## src/rtl/ace_snoop_responder_pkg.sv

```systemverilog
// ----------------------------------------------------------------------------
// ace_snoop_responder_pkg
// Shared types and constants for the ACE snoop responder:
//   - snoop_resp_state_t : responder FSM states
//   - ACSNOOP codes handled by this cache (ReadClean, ReadUnique)
//   - CRRESP bit positions {WasUnique,IsShared,PassDirty,Error,DataTransfer}
//   - line geometry (BYTES_PER_LINE, CD_LEN beats per line)
//   - calc_crresp / snoop_supported helpers used by the responder
// ----------------------------------------------------------------------------
package ace_snoop_responder_pkg;

   localparam int BYTES_PER_LINE = 32;
   localparam int CD_LEN         = 8;

   typedef enum logic [2:0] {
      IDLE_S,
      LOOKUP_S,
      WAIT_RSP_S,
      UPDATE_S,
      SEND_CR_S,
      SEND_CD_S
   } snoop_resp_state_t;

   localparam logic [3:0] ACSNOOP_READ_CLEAN  = 4'b0010;
   localparam logic [3:0] ACSNOOP_READ_UNIQUE = 4'b0111;

   localparam int CR_DT  = 0;
   localparam int CR_ERR = 1;
   localparam int CR_PD  = 2;
   localparam int CR_IS  = 3;
   localparam int CR_WU  = 4;

   function automatic logic snoop_supported(input logic [3:0] snoop);
      return (snoop == ACSNOOP_READ_CLEAN) || (snoop == ACSNOOP_READ_UNIQUE);
   endfunction

   // Unsupported codes answer Error only; a miss answers all zeros.
   // ReadClean leaves a shared copy behind, ReadUnique leaves none.
   function automatic logic [4:0] calc_crresp(input logic [3:0] snoop,
                                              input logic       hit,
                                              input logic       dirty,
                                              input logic       is_unique);
      logic [4:0] r;
      r = '0;
      if (!snoop_supported(snoop)) begin
         r[CR_ERR] = 1'b1;
      end else if (hit) begin
         r[CR_DT] = 1'b1;
         r[CR_PD] = dirty;
         r[CR_IS] = (snoop == ACSNOOP_READ_CLEAN);
         r[CR_WU] = is_unique;
      end
      return r;
   endfunction

endpackage

```

## src/rtl/ace_snoop_responder_cd_beat_serializer.sv

```systemverilog
// ----------------------------------------------------------------------------
// cd_beat_serializer
// Streams one cache line onto the CD channel, lowest word first.
//   clk, rst  : clock, synchronous active-high reset (aborts any burst)
//   load      : start a burst from beat 0 of 'line'
//   line      : line data; must stay stable for the whole burst
//   cd_valid/cd_ready/cd_data/cd_last : CD beat handshake (registered)
//   done      : high in the cycle of the final beat handshake
// Handshake: a beat transfers on a rising edge where cd_valid && cd_ready;
// cd_valid, cd_data and cd_last hold steady while cd_ready is low.
// ----------------------------------------------------------------------------
module cd_beat_serializer #(
   parameter int CD_DATA_WIDTH = 32,
   parameter int LINE_WIDTH    = 256
) (
   input  logic                     clk,
   input  logic                     rst,
   input  logic                     load,
   input  logic [LINE_WIDTH-1:0]    line,
   output logic                     cd_valid,
   input  logic                     cd_ready,
   output logic [CD_DATA_WIDTH-1:0] cd_data,
   output logic                     cd_last,
   output logic                     done
);

   localparam int CD_BEATS = LINE_WIDTH / CD_DATA_WIDTH;
   localparam int BEAT_W   = (CD_BEATS > 1) ? $clog2(CD_BEATS) : 1;
   localparam logic [BEAT_W-1:0] LAST_BEAT = BEAT_W'(CD_BEATS - 1);

   logic [BEAT_W-1:0] beat;
   logic [BEAT_W-1:0] beat_nxt;

   assign beat_nxt = beat + 1'b1;
   assign done     = cd_valid && cd_ready && cd_last;

   always_ff @(posedge clk) begin
      if (rst) begin
         cd_valid <= 1'b0;
         cd_data  <= '0;
         cd_last  <= 1'b0;
         beat     <= '0;
      end else if (load) begin
         cd_valid <= 1'b1;
         cd_data  <= line[CD_DATA_WIDTH-1:0];
         cd_last  <= (CD_BEATS == 1);
         beat     <= '0;
      end else if (cd_valid && cd_ready) begin
         if (cd_last) begin
            cd_valid <= 1'b0;
            cd_data  <= '0;
            cd_last  <= 1'b0;
            beat     <= '0;
         end else begin
            beat     <= beat_nxt;
            cd_data  <= line[CD_DATA_WIDTH*beat_nxt +: CD_DATA_WIDTH];
            cd_last  <= (beat_nxt == LAST_BEAT);
         end
      end
   end

endmodule

```

## src/rtl/ace_snoop_responder.sv

```systemverilog
// ----------------------------------------------------------------------------
// ace_snoop_responder
// Cache-side ACE snoop responder for one CPU's L1. For each AC snoop it looks
// the line up, downgrades or invalidates it, answers on CR and, on a hit,
// sends the whole line on CD. One snoop is outstanding at a time.
// Ports:
//   clk, rst                      : clock, synchronous active-high reset
//   ac_valid/ac_ready/ac_addr/ac_snoop/ac_prot : snoop request (prot unused)
//   cr_valid/cr_ready/cr_resp     : snoop response
//   cd_valid/cd_ready/cd_data/cd_last : snoop data beats
//   lk_valid/lk_ready/lk_addr     : tag/data lookup request (line aligned)
//   lk_rsp_valid/lk_hit/lk_dirty/lk_unique/lk_line : lookup result
//   upd_valid/upd_ready/upd_op    : line state update (0 downgrade, 1 inval)
// Optional: define SNOOP_PERF_CNT_EN to add 32-bit snoop_hit_cnt and
// snoop_miss_cnt outputs counting supported snoops by lookup outcome.
// Handshakes: every valid/ready pair transfers on a rising edge where both
// are high; a source holds valid and payload steady until that edge.
// ----------------------------------------------------------------------------
module ace_snoop_responder
   import ace_snoop_responder_pkg::*;
#(
   parameter int ADDR_WIDTH    = 32,
   parameter int CD_DATA_WIDTH = 32,
   parameter int LINE_WIDTH    = BYTES_PER_LINE * 8,
   parameter int CRRESP_WIDTH  = 5
) (
   input  logic                     clk,
   input  logic                     rst,
   input  logic                     ac_valid,
   output logic                     ac_ready,
   input  logic [ADDR_WIDTH-1:0]    ac_addr,
   input  logic [3:0]               ac_snoop,
   input  logic [2:0]               ac_prot,
   output logic                     cr_valid,
   input  logic                     cr_ready,
   output logic [CRRESP_WIDTH-1:0]  cr_resp,
   output logic                     cd_valid,
   input  logic                     cd_ready,
   output logic [CD_DATA_WIDTH-1:0] cd_data,
   output logic                     cd_last,
   output logic                     lk_valid,
   input  logic                     lk_ready,
   output logic [ADDR_WIDTH-1:0]    lk_addr,
   input  logic                     lk_rsp_valid,
   input  logic                     lk_hit,
   input  logic                     lk_dirty,
   input  logic                     lk_unique,
   input  logic [LINE_WIDTH-1:0]    lk_line,
   output logic                     upd_valid,
   input  logic                     upd_ready,
`ifdef SNOOP_PERF_CNT_EN
   output logic                     upd_op,
   output logic [31:0]              snoop_hit_cnt,
   output logic [31:0]              snoop_miss_cnt
`else
   output logic                     upd_op
`endif
);

   localparam int OFF_BITS = $clog2(LINE_WIDTH / 8);

   snoop_resp_state_t     state;
   logic [3:0]            snoop_q;
   logic [LINE_WIDTH-1:0] line_q;
   logic [4:0]            resp_calc;
   logic                  upd_needed;
   logic                  ser_load;
   logic                  ser_done;
   logic                  in_unused;

   // Protection and the byte offset inside the line play no part in a snoop.
   assign in_unused = ^{ac_prot, ac_addr[OFF_BITS-1:0]};

   assign resp_calc  = calc_crresp(snoop_q, lk_hit, lk_dirty, lk_unique);
   assign upd_needed = snoop_supported(snoop_q) && lk_hit;

   // The data burst starts on the CR handshake that carries DataTransfer.
   assign ser_load = (state == SEND_CR_S) && cr_valid && cr_ready && cr_resp[CR_DT];

   always_ff @(posedge clk) begin
      if (rst) begin
         state     <= IDLE_S;
         ac_ready  <= 1'b1;
         cr_valid  <= 1'b0;
         cr_resp   <= '0;
         lk_valid  <= 1'b0;
         lk_addr   <= '0;
         upd_valid <= 1'b0;
         upd_op    <= 1'b0;
         snoop_q   <= '0;
         line_q    <= '0;
      end else begin
         case (state)
            IDLE_S: begin
               if (ac_valid && ac_ready) begin
                  ac_ready <= 1'b0;
                  snoop_q  <= ac_snoop;
                  lk_addr  <= {ac_addr[ADDR_WIDTH-1:OFF_BITS], OFF_BITS'(0)};
                  lk_valid <= 1'b1;
                  state    <= LOOKUP_S;
               end
            end
            LOOKUP_S: begin
               if (lk_ready) begin
                  lk_valid <= 1'b0;
                  state    <= WAIT_RSP_S;
               end
            end
            WAIT_RSP_S: begin
               if (lk_rsp_valid) begin
                  line_q  <= lk_line;
                  cr_resp <= CRRESP_WIDTH'(resp_calc);
                  if (upd_needed) begin
                     upd_valid <= 1'b1;
                     upd_op    <= (snoop_q == ACSNOOP_READ_UNIQUE);
                     state     <= UPDATE_S;
                  end else begin
                     cr_valid <= 1'b1;
                     state    <= SEND_CR_S;
                  end
               end
            end
            UPDATE_S: begin
               if (upd_ready) begin
                  upd_valid <= 1'b0;
                  cr_valid  <= 1'b1;
                  state     <= SEND_CR_S;
               end
            end
            SEND_CR_S: begin
               if (cr_ready) begin
                  cr_valid <= 1'b0;
                  if (cr_resp[CR_DT]) begin
                     state <= SEND_CD_S;
                  end else begin
                     ac_ready <= 1'b1;
                     state    <= IDLE_S;
                  end
               end
            end
            SEND_CD_S: begin
               if (ser_done) begin
                  ac_ready <= 1'b1;
                  state    <= IDLE_S;
               end
            end
            default: begin
               state <= IDLE_S;
            end
         endcase
      end
   end

`ifdef SNOOP_PERF_CNT_EN
   // Counted at the lookup result; unsupported codes are not counted.
   always_ff @(posedge clk) begin
      if (rst) begin
         snoop_hit_cnt  <= '0;
         snoop_miss_cnt <= '0;
      end else if ((state == WAIT_RSP_S) && lk_rsp_valid && snoop_supported(snoop_q)) begin
         if (lk_hit) begin
            snoop_hit_cnt <= snoop_hit_cnt + 32'd1;
         end else begin
            snoop_miss_cnt <= snoop_miss_cnt + 32'd1;
         end
      end
   end
`endif

   cd_beat_serializer #(
      .CD_DATA_WIDTH (CD_DATA_WIDTH),
      .LINE_WIDTH    (LINE_WIDTH)
   ) u_cd_ser (
      .clk      (clk),
      .rst      (rst),
      .load     (ser_load),
      .line     (line_q),
      .cd_valid (cd_valid),
      .cd_ready (cd_ready),
      .cd_data  (cd_data),
      .cd_last  (cd_last),
      .done     (ser_done)
   );

endmodule

```

## config.mk

```make
export PLATFORM = sky130hd
export DESIGN_NAME = ace_snoop_responder
export DESIGN_NICKNAME = d
export VERILOG_FILES = /design/src/rtl/ace_snoop_responder_pkg.sv /design/src/rtl/ace_snoop_responder_cd_beat_serializer.sv /design/src/rtl/ace_snoop_responder.sv
export SDC_FILE = /design/constraint.sdc
export NUM_CORES = 1
export LEC_CHECK = 0
export CORE_MARGIN = 5
export CORE_UTILIZATION = 35
export DETAILED_ROUTE_END_ITERATION = 8
export PLACE_DENSITY = 0.71
export SLEW_MARGIN = 20
export SYNTH_ARGS = -nofsm -noshare
export SYNTH_HDL_FRONTEND = slang
export SYNTH_HIERARCHICAL = 1
export SYNTH_SLANG_ARGS = --single-unit
export TNS_END_PERCENT = 5
```

## constraint.sdc

```tcl
create_clock -name clk -period 5.5 [get_ports clk]
set_input_delay 1.1 -clock clk [delete_from_list [all_inputs] [get_ports clk]]
set_output_delay 1.1 -clock clk [all_outputs]
set_load 0.01 [all_outputs]
```

; ---- After elaboration in Yosys (flattened, before gate mapping)
; Index checks and enable logic that the tools add are counted.
; W data, S select, Z words.
[totals]
ff_bits = 337
in_bits = 306
output_inout_bits = 76
word_cells = 97
[classes]
addsub = 1
n_eq_ne = 17
shifts = 1
n_mux = 39
reduce_logical = 25
[ops]
columns = op, count
row1 = $shiftx A256 B9 Y32, 1
row2 = $mux W32, 3
row3 = $mux W3, 11
row4 = $mux W1, 20
row5 = $ne A2 B2 Y1 const B, 9
row6 = $pmux W3 S6, 1
row7 = $reduce_and A5 Y1, 2
row8 = $eq A3 B3 Y1 const B, 3
row9 = $reduce_bool A2 Y1, 4
row10 = $logic_and A1 B1 Y1, 7
row11 = $eq A3 B2 Y1 const B, 2
row12 = $pmux W1 S3, 2
row13 = $reduce_and A2 Y1, 3
row14 = $reduce_and A3 Y1, 2
row15 = $reduce_and A6 Y1, 1
row16 = $reduce_bool A3 Y1, 2
row17 = $eq A4 B2 Y1 const B, 1
row18 = $eq A4 B3 Y1 const B, 1
row19 = $pmux W1 S2, 2
row20 = $reduce_and A4 Y1, 1
row21 = $add A3 B1 Y3 const B, 1
row22 = $eq A3 B1 Y1 const B, 1
row23 = $logic_not A3 Y1, 1
row24 = $reduce_or A2 Y1, 1
row25 = $logic_or A1 B1 Y1, 1

; ---- Logic depth before layout (Yosys ltp)
; Gate-level depths: netlist of the first run.
[depth]
ltp_word = 6
depth_mapped = 11
ltp_nobuf = 6

; ---- Cells and area by module
; The synthesis of the first run kept the hierarchy.
[modules_own_cells]
columns = mod, instances, cells_each, area_per_inst_um2, seq_area_each_um2
row1 = ace_snoop_responder, 1, 1338, 10507.6, 6005.8
row2 = cd_beat_serializer, 1, 535, 3712.3, 740.7

; ---- Worst setup path after synthesis of the first run
; OpenSTA, ideal clock, no wires.
[synth_timing]
path_type = input port to flip-flop
start = in cr_ready
end = reg u_cd_ser.cd_data[11]
setup_time_ns = 0.116
arrival_time_ns = 2.091
required_time_ns = 5.384
setup_slack_ns = 3.292
path_stages = 7
path_buffers = 2
cell_sequence = nand2_1 nor2_1 clkbuf_1 clkbuf_1 nand3b_1 a21oi_1 a41o_1
[synth_between]
elab_chain_cells = 3
elab_cells_between_ends = 4
classes_between = mux: 1 / reduce/logical: 3
[synth_rtl]
columns = element, line_no
row1 = from (decl), ace_snoop_responder.sv:35  ; input logic cr_ready,
row2 = $logic_and A1 B1 Y1 (*) (2 in series), ace_snoop_responder.sv:78  ; assign ser_load = (state == SEND_CR_S) && cr_valid && cr_ready && cr_resp[CR_DT];
row3 = via ser_load, ace_snoop_responder.sv:67  ; logic ser_load;
row4 = $mux W32 / $reduce_bool A2 Y1 (equally long branches), n/a
row5 = to (signal assigned), ace_snoop_responder_cd_beat_serializer.sv:45  ; cd_data <= line[CD_DATA_WIDTH-1:0];
row6 = to (signal assigned), ace_snoop_responder_cd_beat_serializer.sv:56  ; cd_data <= line[CD_DATA_WIDTH*beat_nxt +: CD_DATA_WIDTH];
row7 = to (decl), ace_snoop_responder_cd_beat_serializer.sv:22  ; output logic [CD_DATA_WIDTH-1:0] cd_data,
; Mark *: on every way through the listed nets, which the timed path passes. The rest lies on a longest branch.
; A chain may end at the register's enable or synchronous reset.

; ---- Worst setup path after layout of the first run
[layout_timing]
start = reg u_cd_ser.beat[0]
end = reg u_cd_ser.cd_data[22]
[layout_between]
elab_chain_cells = 5
[layout_rtl]
columns = element, line_no
row1 = from (decl), ace_snoop_responder_cd_beat_serializer.sv:31  ; logic [BEAT_W-1:0] beat;
row2 = from (signal assigned), ace_snoop_responder_cd_beat_serializer.sv:55  ; beat <= beat_nxt;
row3 = $add A3 B1 Y3, ace_snoop_responder_cd_beat_serializer.sv:34  ; assign beat_nxt = beat + 1'b1;
row4 = $shiftx A256 B9 Y32, ace_snoop_responder_cd_beat_serializer.sv:56
row5 = $mux W32, ace_snoop_responder_cd_beat_serializer.sv:49  ; if (cd_last) begin
row6 = $mux W32, ace_snoop_responder_cd_beat_serializer.sv:48  ; end else if (cd_valid && cd_ready) begin
row7 = $mux W32, ace_snoop_responder_cd_beat_serializer.sv:43  ; end else if (load) begin
; No other way between the ends. The select of a mux whose other input is x is not followed.

==> out/metrics.cfg, run 1 <==
[yosys]
synth_top_flop_cell=dfxtp_1
synth_top_area_cell=dfxtp_1
synth_seq_cells=337
yosysWarnings=6
synth_common_cells=nand2_1 (748), dfxtp_1 (337), a21oi_1 (329)
syn_area_per_cell_um2=7.59
async_flop_share=0
synth-seq-area-share=0.474
yosysMostFrequentCell=nand2_1
synth_top_area_frac=0.474
synth_edf_count=0
ys_types=48
synthTopCellsByArea=dfxtp_1 (47%), nand2_1 (20%), a21oi_1 (12%)
syn_inst=1873
mappedNetlistArea_um2=14200

[die]
boundaryPins=382
core_area_um2=40000
fp-row-count=73
die_area_um2=44800
start_util=0.355
fp.dieW_um=212
die_y_um=212

[drt]
dr.pass1.iters=5
wire_per_inst_um=18.8
drt_iter0_drc=1326
vias=13914
vias_per_cell=5.15
drt_wl_total_um=50800
ant_nets=0
drc=0

[clocking]
post_cts_resized=0
clkSlewWorstSetupHoldPaths_ps=60
hold_buffers=0
cts_root_buffer=clkbuf_16
htree_levels=2
cts_tree=done
cts_inserted_buffers=38
postCtsSetupBuffers=0
max-clock-path-buffers=3
worstSkewPairLatency_ps=560
clock_sinks=337

[worst_setup_path]
crit_fanout=49
r2r_cells=6
r2r-end=u_cd_ser/cd_data[22]$_SDFFE_PP0P_
arrival_ps=3580
worstSetupPathType=flop to flop
start_kind=flop
endpoint_kind=flop
rr_startpoint=u_cd_ser/beat[0]$_SDFFE_PP0P_
required_ps=5930
r2r_slack_ps=2350

[cells_and_area]
fin_nets=2451
drive_gt1_frac=0.0433
nFillCells=3811
seq_area_um2=6750
syn2layout_area_growth_pct=35.9
multi_input_comb_area_um2=6790

[global_routing]
grt_pass1_wl_um=77200
antenna_found_initial=4
grt_pass1_vias=13899
grt_max_degree=204
grt.overflow.total=0
grtUsageTotal=0.216

[timing]
worst_pin_slew_ps=1090
max_clock_freq_ghz=0.318
fin_ws_ps=2350
drv_slew=0
slew_headroom=0.272
setup_viol=0
grt_setup_unrepaired=no
period_minus_slack_ps=3150
fin_setup_tns_ps=0
hold_violations=0
finalCritPeriodShare=0.572
skew_ps=23.4

[power_and_ir_drop]
power.leakage_nw=7.01
power_density_nw_per_um2=312
peakVddDrop_uv=190

[run_status]
status=completed

[place]
portBuffers=368
hpwl_um=35500
gp_congestion=0.864
dp_slack_ps=2060

[min_path]
hp-start=line_q[221]$_SDFFE_PP0P_
min_to=line_q[221]$_SDFFE_PP0P_
hp-class=flop to flop
holdPathStages=2

[run]
max_cap_viol_count=0

## report_power, final
| group | total, mW | internal, mW | leakage (nW) | switching (mW) |
|---|---|---|---|---|
| clock | 2.52 | 1.49 | 0.619 | 1.03 |
| combinational | 0.827 | 0.400 | 3.67 | 0.427 |
| sequential | 2.67 | 2.58 | 2.72 | 0.0980 |
## sequential cells by signal (all words and copies together), names as in the netlist, 3 cells and up
register          count
u_cd_ser/beat         3
cr_resp               5
state                 3
line_q              256
lk_addr              27
u_cd_ser/cd_data     32
snoop_q               4
## cell families (layout without fill, tap and decap cells)
kind of cell | count (synthesis) | count (layout) | share of synthesized area
simple gates | 887 | 887 | 0.255
compound gates | 413 | 413 | 0.165
flops | 337 | 337 | 0.474
buf+inv | 165 | 460 | 0.0553
mux | 65 | 65 | 0.0458
xor+xnor | 3 | 3 | 0.00185
fa+ha+maj | 2 | 2 | 0.00176
other cells | 1 | 8 | 0.000264
## critical path: stages (launching register included)
cell	delay, ps
dfxtp_1	480
inv_2	120
ha_4	540
buf_4	750
mux2i_1	470
a22oi_1	220
a41o_1	320
## through the flow
stage | hold slack, ps | area, um2 | util | total power [mW] | std cells
finish | 453 | 19300 | 0.483 | 6.02 | 2700
CTS | 453 | 19300 | 0.483 | 6.10 | 2697
floorplan | 436 | 14200 | - | 3.14 | 1877
global placement | 439 | 18100 | 0.452 | 3.53 | 2628
detailed placement | 446 | 18100 | 0.452 | 3.56 | 2628
global route | 471 | 19300 | 0.483 | 6.30 | 2697
## worst max path at each step
stage | startpoint | endpoint | depth (start not counted)
after floorplan | cr_ready | u_cd_ser/cd_data[11]$_SDFFE_PP0P_ | 7
after global placement | lk_rsp_valid | line_q[238]$_SDFFE_PP0P_ | 6
after CTS | u_cd_ser/beat[0]$_SDFFE_PP0P_ | u_cd_ser/cd_data[22]$_SDFFE_PP0P_ | 6
final | u_cd_ser/beat[0]$_SDFFE_PP0P_ | u_cd_ser/cd_data[22]$_SDFFE_PP0P_ | 6
after detailed placement | lk_rsp_valid | line_q[165]$_SDFFE_PP0P_ | 6
after global routing | u_cd_ser/beat[0]$_SDFFE_PP0P_ | u_cd_ser/cd_data[22]$_SDFFE_PP0P_ | 6
## final cells by class
type,instances,area share
Clock buffer,51,0.0543
Timing Repair Buffer,386,0.200
Inverter,5,0.000971
Sequential cell,337,0.349
Multi-Input combinational cell,1375,0.351
Tap cell,525,0.0340
Clock inverter,18,0.00952
Antenna cell,3,0.000388
## routing by layer
| metal | track usage | vias to the layer above | routed length, um |
|---|---|---|---|
| met5 | 0 | - | 20 |
| met4 | 0.0700 | 2 | 1370 |
| met3 | 0.0476 | 71 | 3820 |
| met2 | 0.379 | 533 | 25500 |
| met1 | 0.264 | 6528 | 20100 |
| li1 | - | 6780 | - |
## cell usage in the layout, fill, tap and decap left out, drive strengths merged, types with 2 or more instances in the layout
master and instances:
conb 5, inv 7, o21ai 6, nor3 7, clkdlybuf4s50 367, nand2 748, nor2 13, o211ai 3
a211oi 2, a21oi 329, dfxtp 337, ha 2, diode 3, nor2b 3, clkinv 13, a41o 32
nand3 68, mux2i 65, clkbuf 51, nand3b 33, nor4 4, xor2 2, nand2b 2, bufinv 3
a22oi 33, buf 19
(Power assumes the default switching activity.)
==> inputs of run 2 (changes only) <==
--- a/config.mk
+++ b/config.mk
@@ -8,7 +8,7 @@
 export CORE_MARGIN = 5
 export CORE_UTILIZATION = 35
 export DETAILED_ROUTE_END_ITERATION = 8
-export PLACE_DENSITY = 0.71
+export PLACE_DENSITY = 0.73
 export SLEW_MARGIN = 20
 export SYNTH_ARGS = -nofsm -noshare
 export SYNTH_HDL_FRONTEND = slang
==> constraint.sdc (replaced) <==
create_clock -name clk -period 2.68 [get_ports clk]
set_input_delay 0.536 -clock clk [delete_from_list [all_inputs] [get_ports clk]]
set_output_delay 0.536 -clock clk [all_outputs]
set_load 0.01 [all_outputs]
==> out/metrics.cfg, run 2 (synthesis results as in run 1) <==
[run_status]
status=completed  ; unchanged

[die]
fp.dieW_um=212  ; unchanged
boundaryPins=382  ; unchanged
die_y_um=212  ; unchanged
fp-row-count=73  ; unchanged
core_area_um2=40000  ; unchanged
start_util=0.355  ; unchanged
die_area_um2=44800  ; unchanged

[place]
gp_congestion=0.857  ; was 0.864
hpwl_um=36700  ; was 35500 um
portBuffers=368  ; unchanged

[global_routing]
grt.overflow.total=0  ; unchanged
grt_pass1_wl_um=76800  ; was 77200 um
antenna_found_initial=7  ; was 4
grt_max_degree=144  ; was 204
grt_pass1_vias=13686  ; was 13899
grtUsageTotal=0.217  ; was 0.216

[timing]
skew_ps=16.3  ; was 23.4 ps
worst_pin_slew_ps=754  ; was 1090 ps
grt_setup_unrepaired=no  ; unchanged
hold_violations=0  ; unchanged
period_minus_slack_ps=2400  ; was 3150 ps
drv_slew=0  ; unchanged
max_clock_freq_ghz=0.417  ; was 0.318 GHz
fin_setup_tns_ps=0  ; unchanged
setup_viol=0  ; unchanged
slew_headroom=0.498  ; was 0.272
finalCritPeriodShare=0.895  ; was 0.572

[drt]
dr.pass1.iters=7  ; was 5
drt_wl_total_um=51600  ; was 50800 um
wire_per_inst_um=18.9  ; was 18.8 um
vias_per_cell=5.11  ; was 5.15
drt_iter0_drc=1170  ; was 1326
ant_nets=0  ; unchanged
vias=13924  ; was 13914
drc=0  ; unchanged

[cells_and_area]
fin_nets=2478  ; was 2451
syn2layout_area_growth_pct=38.6  ; was 35.9%
largest_reg_flops=256  ; unchanged
drive_gt1_frac=0.0542  ; was 0.0433
most-common-layout-cells=nand2_1 (748), clkdlybuf4s50_1 (367), dfxtp_1 (337), a21oi_1 (329), nand3_1 (68)  ; unchanged
top_register=line_q  ; unchanged
largestRegisters=line_q x256, u_cd_ser/cd_data x32, lk_addr x27  ; unchanged
final_common_cell=nand2_1  ; unchanged
nFillCells=3805  ; was 3811

[clocking]
postCtsSetupBuffers=0  ; unchanged
cts_inserted_buffers=39  ; was 38
cts_root_buffer=clkbuf_16  ; unchanged
worstSkewPairLatency_ps=540  ; was 560 ps
post_cts_resized=0  ; unchanged
htree_levels=2  ; unchanged
hold_buffers=0  ; unchanged
max-clock-path-buffers=3  ; unchanged
clock_sinks=337  ; unchanged
clkSlewWorstSetupHoldPaths_ps=60  ; about the same
cts_tree=done  ; unchanged

[worst_setup_path]
crit_fanout=32  ; was 49
start_kind=flop  ; unchanged
arrival_ps=2830  ; was 3580 ps
worstSetupPathType=flop to flop  ; unchanged
required_ps=3110  ; was 5930 ps
endpoint_kind=flop  ; unchanged

[power_and_ir_drop]
fin_total_pwr_mw=12.6  ; was 6.02 mW
power.leakage_nw=7.18  ; was 7.01 nW
peakVddDrop_uv=408  ; was 190 uV
power_density_nw_per_um2=639  ; was 312 nW/um2

[min_path]
hp-class=input pin to flop  ; was flop to flop

[run]
max_cap_viol_count=0  ; unchanged

==> run 2: cell count changes in the layout (fill, tap and decap cells not counted), moves of 2 or more <==
cell / delta
clkbuf_1: -2
buf_12: +12
buf_4: +14
clkbuf_8: +4
clkinvlp_4: +2
clkinv_2: -6
==> run 2: path summary, 6_finish.rpt <==
kind / from / endpoint / slack (ps) / cells past startpoint
worst min register to register: line_q[203]$_SDFFE_PP0P_ / line_q[203]$_SDFFE_PP0P_ / 450 / 2
worst max register to register: u_cd_ser/beat[0]$_SDFFE_PP0P_ / u_cd_ser/cd_data[0]$_SDFFE_PP0P_ / 280 / 6
worst min-delay path: rst / line_q[253]$_SDFFE_PP0P_ / 420 / 2
worst max-delay path: u_cd_ser/beat[0]$_SDFFE_PP0P_ / u_cd_ser/cd_data[0]$_SDFFE_PP0P_ / 280 / 6
==> run 2: area by class of cell <==
| class | count | area [um2] | area share |
|---|---|---|---|
| clock inverter | 13 | 153 | 0.00775 |
| sequential | 337 | 6750 | 0.342 |
| tap | 525 | 657 | 0.0333 |
| inverter | 5 | 18.8 | 0.000952 |
| clock buffer | 54 | 1120 | 0.0569 |
| multi-input combinational | 1375 | 6790 | 0.344 |
| antenna | 2 | 5.00 | 0.000254 |
| timing repair buffer | 412 | 4220 | 0.214 |
==> run 2: layer usage <==
layer / vias to the layer above / global-route usage / wire length [um]
li1: 6837 / - / -
met4: 10 / 0.0809 / 1780
met2: 479 / 0.372 / 25000
met1: 6498 / 0.260 / 20500
met5: - / 0 / 69
met3: 100 / 0.0619 / 4150
==> run 2: through the flow <==
step,instance area [um2],utilization,cells,hold slack (ps),setup slack [ps]
finish,19700,0.493,2723,422,282
global route,19700,0.492,2721,430,179
CTS,19700,0.492,2721,398,246
detailed placement,18400,0.461,2654,446,234
global placement,18400,0.461,2654,441,279
floorplan,14200,-,1877,436,796
==> run 2: where the power goes <==
part	switching, mW	internal [mW]	total (mW)
combinational	0.883	0.857	1.74
sequential	0.203	5.29	5.49
clock	2.15	3.21	5.36
==> run 2: worst max-delay path: stages, from the launching register on <==
cell and delay (ps):
dfxtp_1 460, inv_2 110, ha_4 680, nor2b_2 310, buf_12 210, nand3_1 220
a41o_1 270
==> inputs of run 3 (changes only) <==
--- a/config.mk
+++ b/config.mk
@@ -7,6 +7,7 @@
 export LEC_CHECK = 0
 export CORE_MARGIN = 5
 export CORE_UTILIZATION = 35
+export CTS_BUF_LIST = sky130_fd_sc_hd__clkbuf_8
 export DETAILED_ROUTE_END_ITERATION = 8
 export PLACE_DENSITY = 0.73
 export SLEW_MARGIN = 20
==> out/metrics.cfg, run 3 (synthesis results as in run 1) <==
[run_status]
status=completed  ; unchanged

[global_routing]
antenna_found_initial=7  ; unchanged
grt_max_degree=144  ; unchanged
grt_pass1_vias=13742  ; was 13686
grt_pass1_wl_um=77200  ; was 76800 um
grt.overflow.total=0  ; unchanged
grtUsageTotal=0.218  ; was 0.217

[cells_and_area]
largestRegisters=line_q x256, u_cd_ser/cd_data x32, lk_addr x27  ; unchanged
largest_reg_flops=256  ; unchanged
drive_gt1_frac=0.0653  ; was 0.0542
most-common-layout-cells=nand2_1 (748), clkdlybuf4s50_1 (367), dfxtp_1 (337), a21oi_1 (329), clkbuf_8 (77)  ; was nand2_1 (748), clkdlybuf4s50_1 (367), dfxtp_1 (337), a21oi_1 (329), nand3_1 (68)
top_register=line_q  ; unchanged
fin_util=0.492  ; was 0.493
final_common_cell=nand2_1  ; unchanged
syn2layout_area_growth_pct=38.4  ; was 38.6%
fin_nets=2497  ; was 2478

[min_path]
holdPathStages=2  ; unchanged
hp-class=input pin to flop  ; unchanged

[worst_setup_path]
cp_top_family=buffers and inverters  ; was adder cells
cp_num_cells=1  ; was 6
cpMaxStageDelayCell=clkdlybuf4s50_1  ; was ha_4
endpoint_kind=output port  ; was flop
critPathBufInv=1  ; was 2
path_cells=clkdlybuf4s50_1  ; was inv_2 -> ha_4 -> nor2b_2 -> buf_12 -> nand3_1 -> a41o_1
crit_fanout=10  ; was 32
max_stage_delay_ps=720  ; was 680 ps
arrival_ps=1930  ; was 2830 ps
required_ps=2140  ; was 3110 ps
start_kind=flop  ; unchanged
worstSetupPathType=flop to output port  ; was flop to flop
r2r_cells=6  ; unchanged

[place]
gp_congestion=0.857  ; unchanged
portBuffers=368  ; unchanged
hpwl_um=36700  ; unchanged

[drt]
drt_wl_total_um=51900  ; was 51600 um
vias=14057  ; was 13924
ant_nets=0  ; unchanged
drc=0  ; unchanged
drt_iter0_drc=1247  ; was 1170
vias_per_cell=5.09  ; was 5.11
wire_per_inst_um=18.8  ; was 18.9 um
dr.pass1.iters=6  ; was 7

[timing]
finalCritPeriodShare=0.921  ; was 0.895
grt_setup_unrepaired=no  ; unchanged
slew_headroom=0.487  ; was 0.498
whs_ps=326  ; was 422 ps
skew_ps=23.2  ; was 16.3 ps
setup_viol=0  ; unchanged
max_clock_freq_ghz=0.405  ; was 0.417 GHz
worst_pin_slew_ps=769  ; was 754 ps
hold_violations=0  ; unchanged
drv_slew=0  ; unchanged
fin_setup_tns_ps=0  ; unchanged
period_minus_slack_ps=2470  ; was 2400 ps

[run]
max_cap_viol_count=0  ; unchanged

[power_and_ir_drop]
p_seq_frac=0.451  ; was 0.436
internal-power_mw=8.90  ; was 9.35 mW
fin_total_pwr_mw=12.2  ; was 12.6 mW
peakVddDrop_uv=414  ; was 408 uV
power_density_nw_per_um2=619  ; was 639 nW/um2
share_comb_of_total_power=0.143  ; was 0.138
power_frac_clock=0.406  ; was 0.426
swShare=0.269  ; was 0.257
p_switching_mw=3.28  ; was 3.24 mW
power.leakage_nw=7.27  ; was 7.18 nW

[die]
boundaryPins=382  ; unchanged
start_util=0.355  ; unchanged
core_area_um2=40000  ; unchanged
die_area_um2=44800  ; unchanged
die_y_um=212  ; unchanged
fp-row-count=73  ; unchanged
fp.dieW_um=212  ; unchanged

[clocking]
cts_inserted_buffers=58  ; was 39
htree_levels=2  ; unchanged
cts_tree=done  ; unchanged
cts_root_buffer=clkbuf_8  ; was clkbuf_16
max-clock-path-buffers=3  ; unchanged
hold_buffers=0  ; unchanged
clkSlewWorstSetupHoldPaths_ps=60  ; about the same
post_cts_resized=0  ; unchanged
postCtsSetupBuffers=0  ; unchanged
worstSkewPairLatency_ps=630  ; was 540 ps
clock_sinks=337  ; unchanged

## run 3: cell types whose count changed in the layout (fill, tap and decap cells not counted)
cell / previous run / this run
bufinv_16: 3 / 2
clkbuf_1: 6 / 0
clkbuf_16: 39 / 0
clkbuf_8: 9 / 77
clkinv_4: 0 / 1
clkinvlp_4: 2 / 0
inv_1: 4 / 23
## run 3: path summary, 6_finish.rpt
| path | startpoint | to | slack [ps] |
|---|---|---|---|
| worst max-delay path | u_cd_ser/cd_last$_SDFFE_PP0P_ | cd_last | 210 |
| worst min-delay path | rst | line_q[253]$_SDFFE_PP0P_ | 330 |
| worst max register to register | u_cd_ser/beat[0]$_SDFFE_PP0P_ | u_cd_ser/cd_data[0]$_SDFFE_PP0P_ | 280 |
| worst min register to register | line_q[217]$_SDFFE_PP0P_ | line_q[217]$_SDFFE_PP0P_ | 450 |
## run 3: metrics by stage
step,cell area [um2],cells,setup slack [ps]
2_1_floorplan,14200,1877,796
3_3_place_gp,18400,2654,279
3_5_place_dp,18400,2654,234
4_1_cts,19700,2761,143
5_1_grt,19700,2761,138
6_report,19700,2763,211
## run 3: routing by layer
metal | vias up | track usage | part of all wire
met4 | 10 | 0.0755 | 0.032
met3 | 99 | 0.0645 | 0.083
met5 | - | 0 | 0.0013
met2 | 516 | 0.374 | 0.49
met1 | 6540 | 0.262 | 0.40
li1 | 6892 | - | -
## run 3: power groups by stage
| stage | registers [mW] | logic [mW] | clock network, mW |
|---|---|---|---|
| 2_1_floorplan | 5.55 | 0.890 | 0 |
| 3_3_place_gp | 5.58 | 1.72 | 0 |
| 3_5_place_dp | 5.60 | 1.74 | 0 |
| 4_1_cts | 5.49 | 1.75 | 5.10 |
| 5_1_grt | 5.53 | 1.90 | 5.31 |
| 6_report | 5.49 | 1.74 | 4.95 |
## run 3: layout make-up
| class | instances | area, um2 |
|---|---|---|
| Antenna cell | 2 | 5.00 |
| Tap cell | 525 | 657 |
| Fill cell | 3864 | 20300 |
| Clock inverter | 30 | 188 |
| Timing Repair Buffer | 412 | 4220 |
| Sequential cell | 337 | 6750 |
| Multi-Input combinational cell | 1375 | 6790 |
| Clock buffer | 77 | 1060 |
| Inverter | 5 | 18.8 |
